File: config.mk
export PLATFORM = sky130hd
export DESIGN_NAME = weight_ram_loader
export DESIGN_NICKNAME = d
export VERILOG_FILES = /design/src/rtl/weight_pkg.sv /design/src/rtl/weight_col_packer.sv /design/src/rtl/weight_ram_loader.sv
export SDC_FILE = /design/constraint.sdc
export NUM_CORES = 1
export LEC_CHECK = 0
export CORE_UTILIZATION = 52
export DETAILED_ROUTE_END_ITERATION = 8
export PLACE_DENSITY = 0.88
export REMOVE_ABC_BUFFERS = 1
export SYNTH_ARGS = -nofsm -noshare
export SYNTH_HDL_FRONTEND = slang
export SYNTH_SLANG_ARGS = --single-unit
File: constraint.sdc
create_clock -name clk -period 4.2 [get_ports clk]
set_clock_uncertainty 0.1 [all_clocks]
set_input_delay 0.84 -clock clk [delete_from_list [all_inputs] [get_ports clk]]
set_output_delay 0.84 -clock clk [all_outputs]
set_load 0.01 [all_outputs]
File: src/rtl/weight_pkg.sv
// Shared weight-path constants and the loader state encoding.
// Used by both the weight RAM loader and the weight RAM itself.
package weight_pkg;

    localparam int DEF_NROW     = 16;
    localparam int DEF_NCOL     = 16;
    localparam int DEF_BITWIDTH = 18;

    typedef enum logic [1:0] {
        IDLE    = 2'd0,
        COLLECT = 2'd1,
        WRITE   = 2'd2,
        DONE    = 2'd3
    } loader_state_t;

endpackage

File: src/rtl/weight_col_packer.sv
// Column buffer: NROW slots of BITWIDTH bits, one slot written per accepted word.
// Slot i sits at [i*BITWIDTH +: BITWIDTH], matching the read path's rowOutput layout.
module weight_col_packer #(
    parameter int NROW     = 16,
    parameter int BITWIDTH = 18,
    parameter int RW       = (NROW > 1) ? $clog2(NROW) : 1
) (
    input  logic                     clk,
    input  logic                     reset,
    input  logic                     we_i,
    input  logic [RW-1:0]            row_i,
    input  logic [BITWIDTH-1:0]      data_i,
    output logic [NROW*BITWIDTH-1:0] col_o
);

    for (genvar i = 0; i < NROW; i++) begin : g_slot
        logic [BITWIDTH-1:0] slot_q;

        always_ff @(posedge clk or negedge reset) begin
            if (!reset) begin
                slot_q <= '0;
            end else if (we_i && (row_i == RW'(i))) begin
                slot_q <= data_i;
            end
        end

        assign col_o[i*BITWIDTH +: BITWIDTH] = slot_q;
    end

endmodule

File: src/rtl/weight_ram_loader.sv
// Packs a valid/ready weight stream into column words and writes one RAM column per NROW words.
// Optional WEIGHT_LOADER_CHECKSUM_EN adds a running sum of accepted weights on `checksum`.
module weight_ram_loader
    import weight_pkg::*;
#(
    parameter int NROW          = DEF_NROW,
    parameter int NCOL          = DEF_NCOL,
    parameter int BITWIDTH      = DEF_BITWIDTH,
    parameter int COL_WIDTH     = BITWIDTH * NROW,
    parameter int ADDR_BITWIDTH = 4
) (
    input  logic                     clk,
    input  logic                     reset,
    input  logic                     start,
    input  logic                     in_valid,
    input  logic [BITWIDTH-1:0]      in_data,
    output logic                     in_ready,
    output logic                     wr_en,
    output logic [ADDR_BITWIDTH-1:0] wr_addr,
    output logic [COL_WIDTH-1:0]     wr_data,
    output logic                     busy,
    output logic                     done
`ifdef WEIGHT_LOADER_CHECKSUM_EN
    ,
    output logic [BITWIDTH+$clog2(NROW*NCOL)-1:0] checksum
`endif
);

    localparam int RW = (NROW > 1) ? $clog2(NROW) : 1;

    loader_state_t            state_q, state_d;
    logic [RW-1:0]            row_q, row_d;
    logic [ADDR_BITWIDTH-1:0] col_q, col_d;
    logic [ADDR_BITWIDTH-1:0] addr_q, addr_d;
    logic                     ready_q, wen_q, busy_q, done_q;
    logic                     accept, launch;

    assign accept = in_valid && ready_q;
    assign launch = start && ((state_q == IDLE) || (state_q == DONE));

    always_comb begin
        state_d = state_q;
        row_d   = row_q;
        col_d   = col_q;
        addr_d  = addr_q;
        unique case (state_q)
            IDLE, DONE: begin
                if (start) begin
                    state_d = COLLECT;
                    row_d   = '0;
                    col_d   = '0;
                end
            end
            COLLECT: begin
                if (accept) begin
                    if (row_q == RW'(NROW - 1)) begin
                        row_d   = '0;
                        state_d = WRITE;
                    end else begin
                        row_d = row_q + 1'b1;
                    end
                end
            end
            WRITE: begin
                if (col_q == ADDR_BITWIDTH'(NCOL - 1)) begin
                    state_d = DONE;
                end else begin
                    col_d   = col_q + 1'b1;
                    state_d = COLLECT;
                end
            end
            default: state_d = IDLE;
        endcase
        // address is latched on WRITE entry so it is stable for the whole strobe
        if (state_d == WRITE) begin
            addr_d = col_d;
        end
    end

    always_ff @(posedge clk or negedge reset) begin
        if (!reset) begin
            state_q <= IDLE;
            row_q   <= '0;
            col_q   <= '0;
            addr_q  <= '0;
            ready_q <= 1'b0;
            wen_q   <= 1'b0;
            busy_q  <= 1'b0;
            done_q  <= 1'b0;
        end else begin
            state_q <= state_d;
            row_q   <= row_d;
            col_q   <= col_d;
            addr_q  <= addr_d;
            ready_q <= (state_d == COLLECT);
            wen_q   <= (state_d == WRITE);
            busy_q  <= (state_d == COLLECT) || (state_d == WRITE);
            done_q  <= (state_d == DONE);
        end
    end

    weight_col_packer #(
        .NROW     (NROW),
        .BITWIDTH (BITWIDTH),
        .RW       (RW)
    ) u_packer (
        .clk    (clk),
        .reset  (reset),
        .we_i   (accept),
        .row_i  (row_q),
        .data_i (in_data),
        .col_o  (wr_data)
    );

    assign in_ready = ready_q;
    assign wr_en    = wen_q;
    assign wr_addr  = addr_q;
    assign busy     = busy_q;
    assign done     = done_q;

`ifdef WEIGHT_LOADER_CHECKSUM_EN
    localparam int CSW = BITWIDTH + $clog2(NROW * NCOL);

    logic [CSW-1:0] cs_q;

    always_ff @(posedge clk or negedge reset) begin
        if (!reset) begin
            cs_q <= '0;
        end else if (launch) begin
            cs_q <= '0;
        end else if (accept) begin
            cs_q <= cs_q + CSW'(in_data);
        end
    end

    assign checksum = cs_q;
`else
    logic unused_launch;
    assign unused_launch = launch;
`endif

endmodule

[Word-level counts from Yosys, hierarchy flattened]
Cells that the tools add are included.
Storage, ports and cells
  output and inout port bits: 296
  flip-flop bits (word level): 306
Cells by class
  eq/ne operators: 24
  reduce and logical (&&, ||, !) cells: 23
  mux-type cells: 12
  $add $sub $neg: 2
Operator list (number)
  == test 4 bit, second input constant: 9
  2-to-1 mux 4 bit: 5
  logical AND 1 bit: 17
  == test 4 x 3 -> 1 bit, second input constant: 4
  case mux 4 bit (2 select lines): 2
  adder 4 x 1 -> 4 bit, second input constant: 2
  == test 2 bit, second input constant: 4
  == test 4 x 2 -> 1 bit, second input constant: 2
  2-to-1 mux 2 bit: 4
  case mux 2 bit (3 select lines): 1
  == test 2 x 1 -> 1 bit, second input constant: 2
  == test 4 x 1 -> 1 bit, second input constant: 1
  logical NOT 4 bit: 1
  AND reduction 3 bit: 1
  logical NOT 2 bit: 1
  != test 2 x 1 -> 1 bit, second input constant: 1
  != test 2 bit, second input constant: 1
  nonzero test 2 bit: 1
  OR reduction 2 bit: 1
  logical OR 1 bit: 1

[Longest topological paths before layout]
Gate-level depths: netlist of the first run.
  depth in word-level cells: 6
  mapped depth: 9
  gate-level depth less buffers: 8

[Cells and area by module]
Synthesis of the first run repeated with hierarchy kept, for this count alone.
Second synthesis, totals
  cell total of the unflattened synthesis: 728
  area total of the unflattened synthesis: 11742.5 um2
By module, submodules not included
  weight_col_packer: sequential area each 7206.9 um2, cells an instance 640, area each 10806.6 um2, times used 1
  weight_ram_loader: sequential area each 450.4 um2, cells an instance 88, area each 935.9 um2, times used 1

[Worst setup path after synthesis of the first run]
No wires, ideal clock.
  kind: input-to-reg
  start: in in_valid
  end: reg u_packer.g_slot[10].slot_q[10]
  buffers on the path: 2
  cell stages on the path: 7
  setup slack: 1.898 ns
  arrival: 2.077 ns
  path through: nand2_1 > nor2_1 > and2_1 > buf_2 > nand2_2 > buf_2 > mux2_2
Between the ends
  cells in the longest elaborated chain, start to end: 2
Ends and longest elaborated chain
  start: declaration: line weight_ram_loader.sv:15  | input logic in_valid,
  logical AND 1 bit: line weight_ram_loader.sv:38  | assign accept = in_valid && ready_q;
  logical AND 1 bit: line weight_col_packer.sv:22  | end else if (we_i && (row_i == RW'(i))) begin
  end signal: assignment: line weight_col_packer.sv:23  | slot_q <= data_i;
  end: declaration: line weight_col_packer.sv:17  | logic [BITWIDTH-1:0] slot_q;
No other way between the ends.
A chain may end at the register's enable or synchronous reset.

[Worst setup path after layout of the first run]
  start: in in_valid
  end: reg u_packer.g_slot[1].slot_q[4]
Between the ends
  cells in the longest elaborated chain, start to end: 2
Ends and longest elaborated chain (line)
  logical AND 1 bit: weight_ram_loader.sv:38
  logical AND 1 bit: weight_col_packer.sv:22
  end signal: assignment: weight_col_packer.sv:23
  end: declaration: weight_col_packer.sv:17
No other way between the ends.

==> impl_metrics.json, run 1 <==
{
  "netlist_area_um2": 11700,
  "clock-sinks": 306,
  "arrival_ns": 2.88,
  "cts_made_buffers": 30,
  "swShare_pct": 29.2,
  "cpPeakStageDelay_ns": 0.50,
  "tritoncts": "done",
  "vdd_ir_drop_max_v": 0.000513,
  "place_inst": 1296,
  "worst_skew_pair.late_latency_ns": 0.54,
  "antennaDiodeCount": 0,
  "ys.flop_type": "dfrtp_1",
  "postCtsSetupRepairBufs": 0,
  "fp.dieW_um": 152,
  "synth_area_per_cell_um2": 16.1,
  "synth-seq-area-share_pct": 65.5,
  "path_class": "input pin to register",
  "p_switching_mw": 3.47,
  "hold_ws_ns": 0.243,
  "r2r-start": "row_q[0]$_DFFE_PN0P_",
  "antenna_found_initial": 0,
  "cp_max_fo": 10,
  "r2r_end": "wr_addr[3]$_DFFE_PN0N_",
  "synth.area.top_cells": "dfrtp_1 65%, mux2_2 28%, buf_2 0.86%, ha_1 0.86%, clkbuf_1 0.58%",
  "worst_slew_pin_slew_ns": 0.837,
  "clk_pin_slew_ns": 0.06,
  "dieArea_um2": 23100,
  "yosysTopAreaCellShare_pct": 65.5,
  "crit_path_top_delay_cell": "clkdlybuf4s50_1",
  "grt_max_degree": 110,
  "htreeDepth": 1,
  "min_path_type": "input pin to async pin",
  "async_flop_share_pct": 100,
  "yosys.area.top_type": "dfrtp_1",
  "rows": 54,
  "p_int_mw": 8.40,
  "clkPwrFrac_pct": 23.7,
  "ff2ff_path_depth": 6,
  "ios": 318,
  "max-cap-violations": 0,
  "ant_nets": 0,
  "relSlewSlack_pct": 44.2,
  "yosys_warnings": 0,
  "powerDensity_nw_per_um2": 733,
  "core-area_um2": 22000,
  "critical-path-top-delay-family": "buffers and inverters",
  "overflow": 0,
  "worstPathBufferInverterCount": 2,
  "period_minus_slack_ns": 2.55,
  "hpwl_um": 20900,
  "cp.required_ns": 4.52,
  "setup_viol": 0,
  "seqPwrFrac_pct": 38.9,
  "drc": 50,
  "initial_core_util_pct": 53.3,
  "crit_chain": "clkdlybuf4s50_1, nand2_1, nor3_2, nand2_1, buf_4, mux2_2",
  "fmax_mhz": 391,
  "yosysUniqueCellTypes": 39,
  "synth_seq_cells": 306,
  "reg2reg_setup_slack_ns": 1.82,
  "status": "finished, violations left",
  "grt_pass1_vias": 7924,
  "combPwrFrac_pct": 37.4,
  "die-height_um": 152,
  "design_area_um2": 16200,
  "io_buffers": 317,
  "critPathCaptureType": "register",
  "hold_viol": 0,
  "wire_per_inst_um": 23.6,
  "syn-instance-count": 728,
  "drt_iter0_drc": 334,
  "drive_gt1_share_pct": 34.0,
  "layoutNonFillerInstCount": 1349,
  "cts_resized": 0,
  "cts.path.max_buffers": 3,
  "ctsHoldBuffers": 0,
  "cpMostUsedCell": "nand2_1",
  "p_leak_nw": 7.51,
  "syn_to_final_growth_pct": 38.6,
  "vias_per_cell": 5.51,
  "synth_edf_count": 0,
  "fin_tns_setup_ns": 0,
  "track_usage_pct": 28.0,
  "fin_crit_sh_pct": 60.8,
  "final_nets": 1078,
  "place_area_um2": 15200,
  "wl_um": 31800,
  "vias": 7437,
  "dr.pass1.iters": 6,
  "grt_pass1_wl_um": 49200,
  "maxSlewViolCount": 0,
  "root_buffer": "clkbuf_16",
  "violations": "design-rule violations",
  "rsz0062_at_grt": "no",
  "start_kind": "input pin",
  "gp_congestion": 0.783
}
[cells by family (layout without fill, tap and decap cells)]
family,after synthesis,after routing,share of synthesized area [%]
buffers and inverters,50,391,1.85
flip-flops,306,306,65.5
AND/OR/NAND/NOR,44,44,2.07
adder cells (fa/ha/maj),8,8,0.856
AO/OA/AOI/OAI,27,27,1.53
multiplexers,293,293,28.2
[layout by cell type, fill, tap and decap left out, types with 5 or more instances in the layout]
master and count:
clkdlybuf4s50_1 316, dfrtp_1 306, mux2_2 289, clkbuf_16 31, nand2_1 13, inv_1 9
o21ai_0 9, nand2_2 9, ha_1 8, clkbuf_8 7, buf_4 7, clkinv_2 6
nor2_1 5
[how the worst max path moves through the flow]
stage / from / to / slack, ns / depth (start not counted)
after floorplan: in_valid / wr_addr[0]$_DFFE_PN0N_ / 1.94 / 6
after global placement: in_valid / u_packer.g_slot[5].slot_q[1]$_DFFE_PN0P_ / 1.13 / 5
after detailed placement: in_valid / u_packer.g_slot[1].slot_q[3]$_DFFE_PN0P_ / 1.05 / 6
after CTS: in_valid / u_packer.g_slot[2].slot_q[3]$_DFFE_PN0P_ / 1.65 / 6
after global routing: in_valid / u_packer.g_slot[2].slot_q[6]$_DFFE_PN0P_ / 1.48 / 6
final: in_valid / u_packer.g_slot[1].slot_q[4]$_DFFE_PN0P_ / 1.65 / 6
[cell usage after synthesis (2+ instances only)]
master      n
a31oi_1     2
dfrtp_1   306
nand2_2     9
a22oi_1     2
a21oi_1     3
and2_1      2
and3_1      2
nor2_1      5
clkbuf_1   18
o21ai_0     9
mux2_1      4
inv_1       9
nand3_1     4
buf_2      20
mux2_2    289
nand2b_1    2
ha_1        8
nand2_1    13
[flip-flops by register name, summed over array words and instances (netlist names)]
signal and flops:
state_q 2, wr_en 1, busy 1, done 1, u_packer.g_slot.slot_q 288, wr_addr 4, col_q 4, in_ready 1
row_q 4
[metrics by stage]
stage | utilization [%] | power, mW | setup slack (ns)
floorplan | - | 6.32 | 1.94
finish | 73.8 | 11.9 | 1.65
CTS | 73.8 | 11.9 | 1.65
global placement | 69.0 | 8.89 | 1.13
detailed placement | 69.0 | 9.08 | 1.05
global route | 73.8 | 12.4 | 1.48
[worst reg2reg max path, cell delays in order, from the launching register on]
cell,delay (ns)
dfrtp_1,0.46
ha_1,0.47
nand2_4,0.34
a31o_2,0.39
inv_2,0.07
nand2_2,0.09
mux2_1,0.35
[layer usage]
layer	GRT usage, %	wire (µm)	vias up
met3	6.76	2190	60
met1	35.5	12700	3864
met2	47.7	15800	274
met5	0	0	-
met4	9.09	1060	0
li1	-	-	3239
[area by class of cell]
| cell class | instances | area, µm² |
|---|---|---|
| inverters | 11 | 41.3 |
| repair buffers | 327 | 3290 |
| fillers | 1363 | 5750 |
| multi-input cells | 372 | 3820 |
| flip-flops and latches | 306 | 7660 |
| clock inverters | 11 | 159 |
| well taps | 280 | 350 |
| clock buffers | 42 | 887 |
[power groups by stage]
stage / registers [mW] / logic (mW) / clock network, mW
floorplan: 5.08 / 1.25 / 0
global placement: 4.58 / 4.31 / 0
detailed placement: 4.65 / 4.43 / 0
CTS: 4.62 / 4.46 / 2.86
global route: 4.75 / 4.64 / 2.97
finish: 4.62 / 4.44 / 2.82
No activity file was read; power rests on OpenSTA's default activity.
==> run 2, diff against run 1 <==
--- a/config.mk
+++ b/config.mk
@@ -5,9 +5,9 @@
 export SDC_FILE = /design/constraint.sdc
 export NUM_CORES = 1
 export LEC_CHECK = 0
-export CORE_UTILIZATION = 52
+export CORE_UTILIZATION = 44
 export DETAILED_ROUTE_END_ITERATION = 8
-export PLACE_DENSITY = 0.88
+export PLACE_DENSITY = 0.8
 export REMOVE_ABC_BUFFERS = 1
 export SYNTH_ARGS = -nofsm -noshare
 export SYNTH_HDL_FRONTEND = slang
==> constraint.sdc (replaced) <==
create_clock -name clk -period 2.1 [get_ports clk]
set_clock_uncertainty 0.1 [all_clocks]
set_input_delay 0.42 -clock clk [delete_from_list [all_inputs] [get_ports clk]]
set_output_delay 0.42 -clock clk [all_outputs]
set_load 0.01 [all_outputs]
==> run 2 against run 1 <==
Compared with the run above: the flow now finishes without violations; clock-buffer cell count up 2; via count up 1.6%; cell count up 8.5%; first-iteration DRC count down 4.5%; critical path type is now register to register; critical endpoint is now wr_addr[1]$_DFFE_PN0N_.
==> impl_metrics.json, run 2 (synthesized netlist as in run 1, its figures left out) <==
{
  "vias_per_cell": 5.16,
  "min_path_type": "input pin to async pin",
  "maxSlewViolCount": 0,
  "ant_nets": 0,
  "worst_slew_pin_slew_ns": 0.612,
  "fin_crit_sh_pct": 96.8,
  "wl_um": 32100,
  "drc": 0,
  "largest-register": "u_packer.g_slot.slot_q",
  "layout_common_cells": "316 x clkdlybuf4s50_1, 306 x dfrtp_1, 289 x mux2_2",
  "fin_tns_setup_ns": 0,
  "cp_max_fo": 6,
  "status": "finished, final reports clean",
  "grt_max_degree": 54,
  "routed.top_layer": "met4",
  "vias": 7555,
  "htreeDepth": 1,
  "ios": 318,
  "fillers": 1907,
  "initial_core_util_pct": 44.9,
  "critPathCaptureType": "register",
  "p_total_mw": 23.7,
  "dieArea_um2": 27200,
  "largest_reg_flops": 288,
  "fp.dieW_um": 165,
  "crit_start": "state_q[0]$_DFF_PN0_",
  "drive_gt1_share_pct": 37.4,
  "io_buffers": 317,
  "setup_viol": 0,
  "drt_iter0_drc": 319,
  "path_class": "register to register",
  "overflow": 0,
  "cpPeakStageDelay_ns": 0.37,
  "grt_pass1_wl_um": 47900,
  "met2_length_um": 15300,
  "hpwl_um": 22200,
  "die-height_um": 165,
  "max-cap-violations": 0,
  "powerDensity_nw_per_um2": 1410,
  "worst_skew_pair.late_latency_ns": 0.55,
  "grt_pass1_vias": 7887,
  "arrival_ns": 2.36,
  "hold_viol": 0,
  "final_nets": 1135,
  "rsz0062_at_grt": "yes",
  "relSlewSlack_pct": 59.1,
  "syn_to_final_growth_pct": 44.0,
  "gp_congestion": 0.794,
  "clk_pin_slew_ns": 0.06,
  "wl_met3_um": 2390,
  "met1Wirelength_um": 13700,
  "root_buffer": "clkbuf_16",
  "antenna_found_initial": 0,
  "period_minus_slack_ns": 2.03,
  "start_kind": "register",
  "p_leak_nw": 7.82,
  "wire_per_inst_um": 21.9,
  "worstPathBufferInverterCount": 2,
  "dr.pass1.iters": 4,
  "critical-path-top-delay-family": "compound AO/OA/AOI/OAI gates",
  "cts_made_buffers": 30,
  "final_common_cell": "clkdlybuf4s50_1",
  "crit_path_top_delay_cell": "dfrtp_1",
  "postCtsSetupRepairBufs": 0,
  "cts.path.max_buffers": 3,
  "antennaDiodeCount": 0,
  "cp.required_ns": 2.43,
  "clock-sinks": 306,
  "rows": 59,
  "r2r-start": "state_q[0]$_DFF_PN0_",
  "track_usage_pct": 23.5,
  "core-area_um2": 26100,
  "vdd_ir_drop_max_v": 0.00105,
  "tritoncts": "done",
  "crit_chain": "inv_1, ha_4, and2_1, a221o_1, a31o_2, inv_2, nand2_2, mux2_1",
  "fmax_mhz": 492
}
-- run 2: cell types whose count changed in the layout (fill, tap and decap cells not counted), moves of 2 or more --
cell / change
clkinv_2: +3
clkbuf_1: +3
bufinv_16: -2
ha_4: +2
buf_4: +44
ha_1: -3
buf_12: +12
-- run 2: worst paths after layout --
kind                                                             end  slack, ns  depth (start not counted)
setup / recovery                              wr_addr[1]$_DFFE_PN0N_       0.07                          8
hold / removal             u_packer.g_slot[0].slot_q[15]$_DFFE_PN0P_       0.28                          2
setup reg to reg                              wr_addr[1]$_DFFE_PN0N_       0.07                          8
hold reg to reg            u_packer.g_slot[14].slot_q[4]$_DFFE_PN0P_       0.40                          1
max in group asynchronous   u_packer.g_slot[5].slot_q[9]$_DFFE_PN0P_       0.97                          3
min in group clk           u_packer.g_slot[14].slot_q[4]$_DFFE_PN0P_       0.40                          1
-- run 2: layout make-up --
type | count | area (µm²) | share of cell area (%)
Clock buffer | 44 | 885 | 5.25
Clock inverter | 12 | 113 | 0.669
Inverter | 11 | 41.3 | 0.245
Multi-Input combinational cell | 372 | 3850 | 22.9
Sequential cell | 306 | 7660 | 45.5
Tap cell | 335 | 419 | 2.49
Timing Repair Buffer | 384 | 3870 | 23.0
-- run 2: metal layers --
metal  up-vias  global-route usage, %
met3        46                   5.88
met5         -                      0
met1      3911                   31.0
met2       259                   39.0
met4         0                   5.67
li1       3339                      -
-- run 2: timing repair --
| action | in CTS | in global routing |
|---|---|---|
| gates cloned | 0 | 0 |
| setup endpoints to repair | 2 | 6 |
| hold buffers | 1 | 0 |
| resized for setup | 1 | 3 |
| hold endpoints to repair | 38 | 0 |
-- run 2: per-stage QoR --
stage / setup slack [ns] / hold WS (ns) / area, µm² / utilization (%) / cells
final: 0.0681 / 0.278 / 16800 / 64.6 / 1464
after global routing: -0.0106 / 0.299 / 16800 / 64.6 / 1464
after CTS: 0.0389 / 0.264 / 16800 / 64.5 / 1464
after detailed placement: -0.233 / 0.256 / 15800 / 60.6 / 1407
after global placement: -0.195 / 0.255 / 15800 / 60.6 / 1407
after floorplan: 0.0220 / 0.0244 / 11500 / - / 689
-- run 2: worst register-to-register path: stages, from the launching register on --
cell and delay (ns):
dfrtp_1 0.37, inv_1 0.10, ha_4 0.23, and2_1 0.15, a221o_1 0.26, a31o_2 0.23, inv_2 0.06, nand2_2 0.09
mux2_1 0.33
-- run 2: power by group --
group / internal [mW] / switching, mW / total, mW
clock: 3.15 / 2.22 / 5.38
combinational: 5.58 / 3.51 / 9.09
sequential: 8.04 / 1.17 / 9.22
total: 16.8 / 6.91 / 23.7
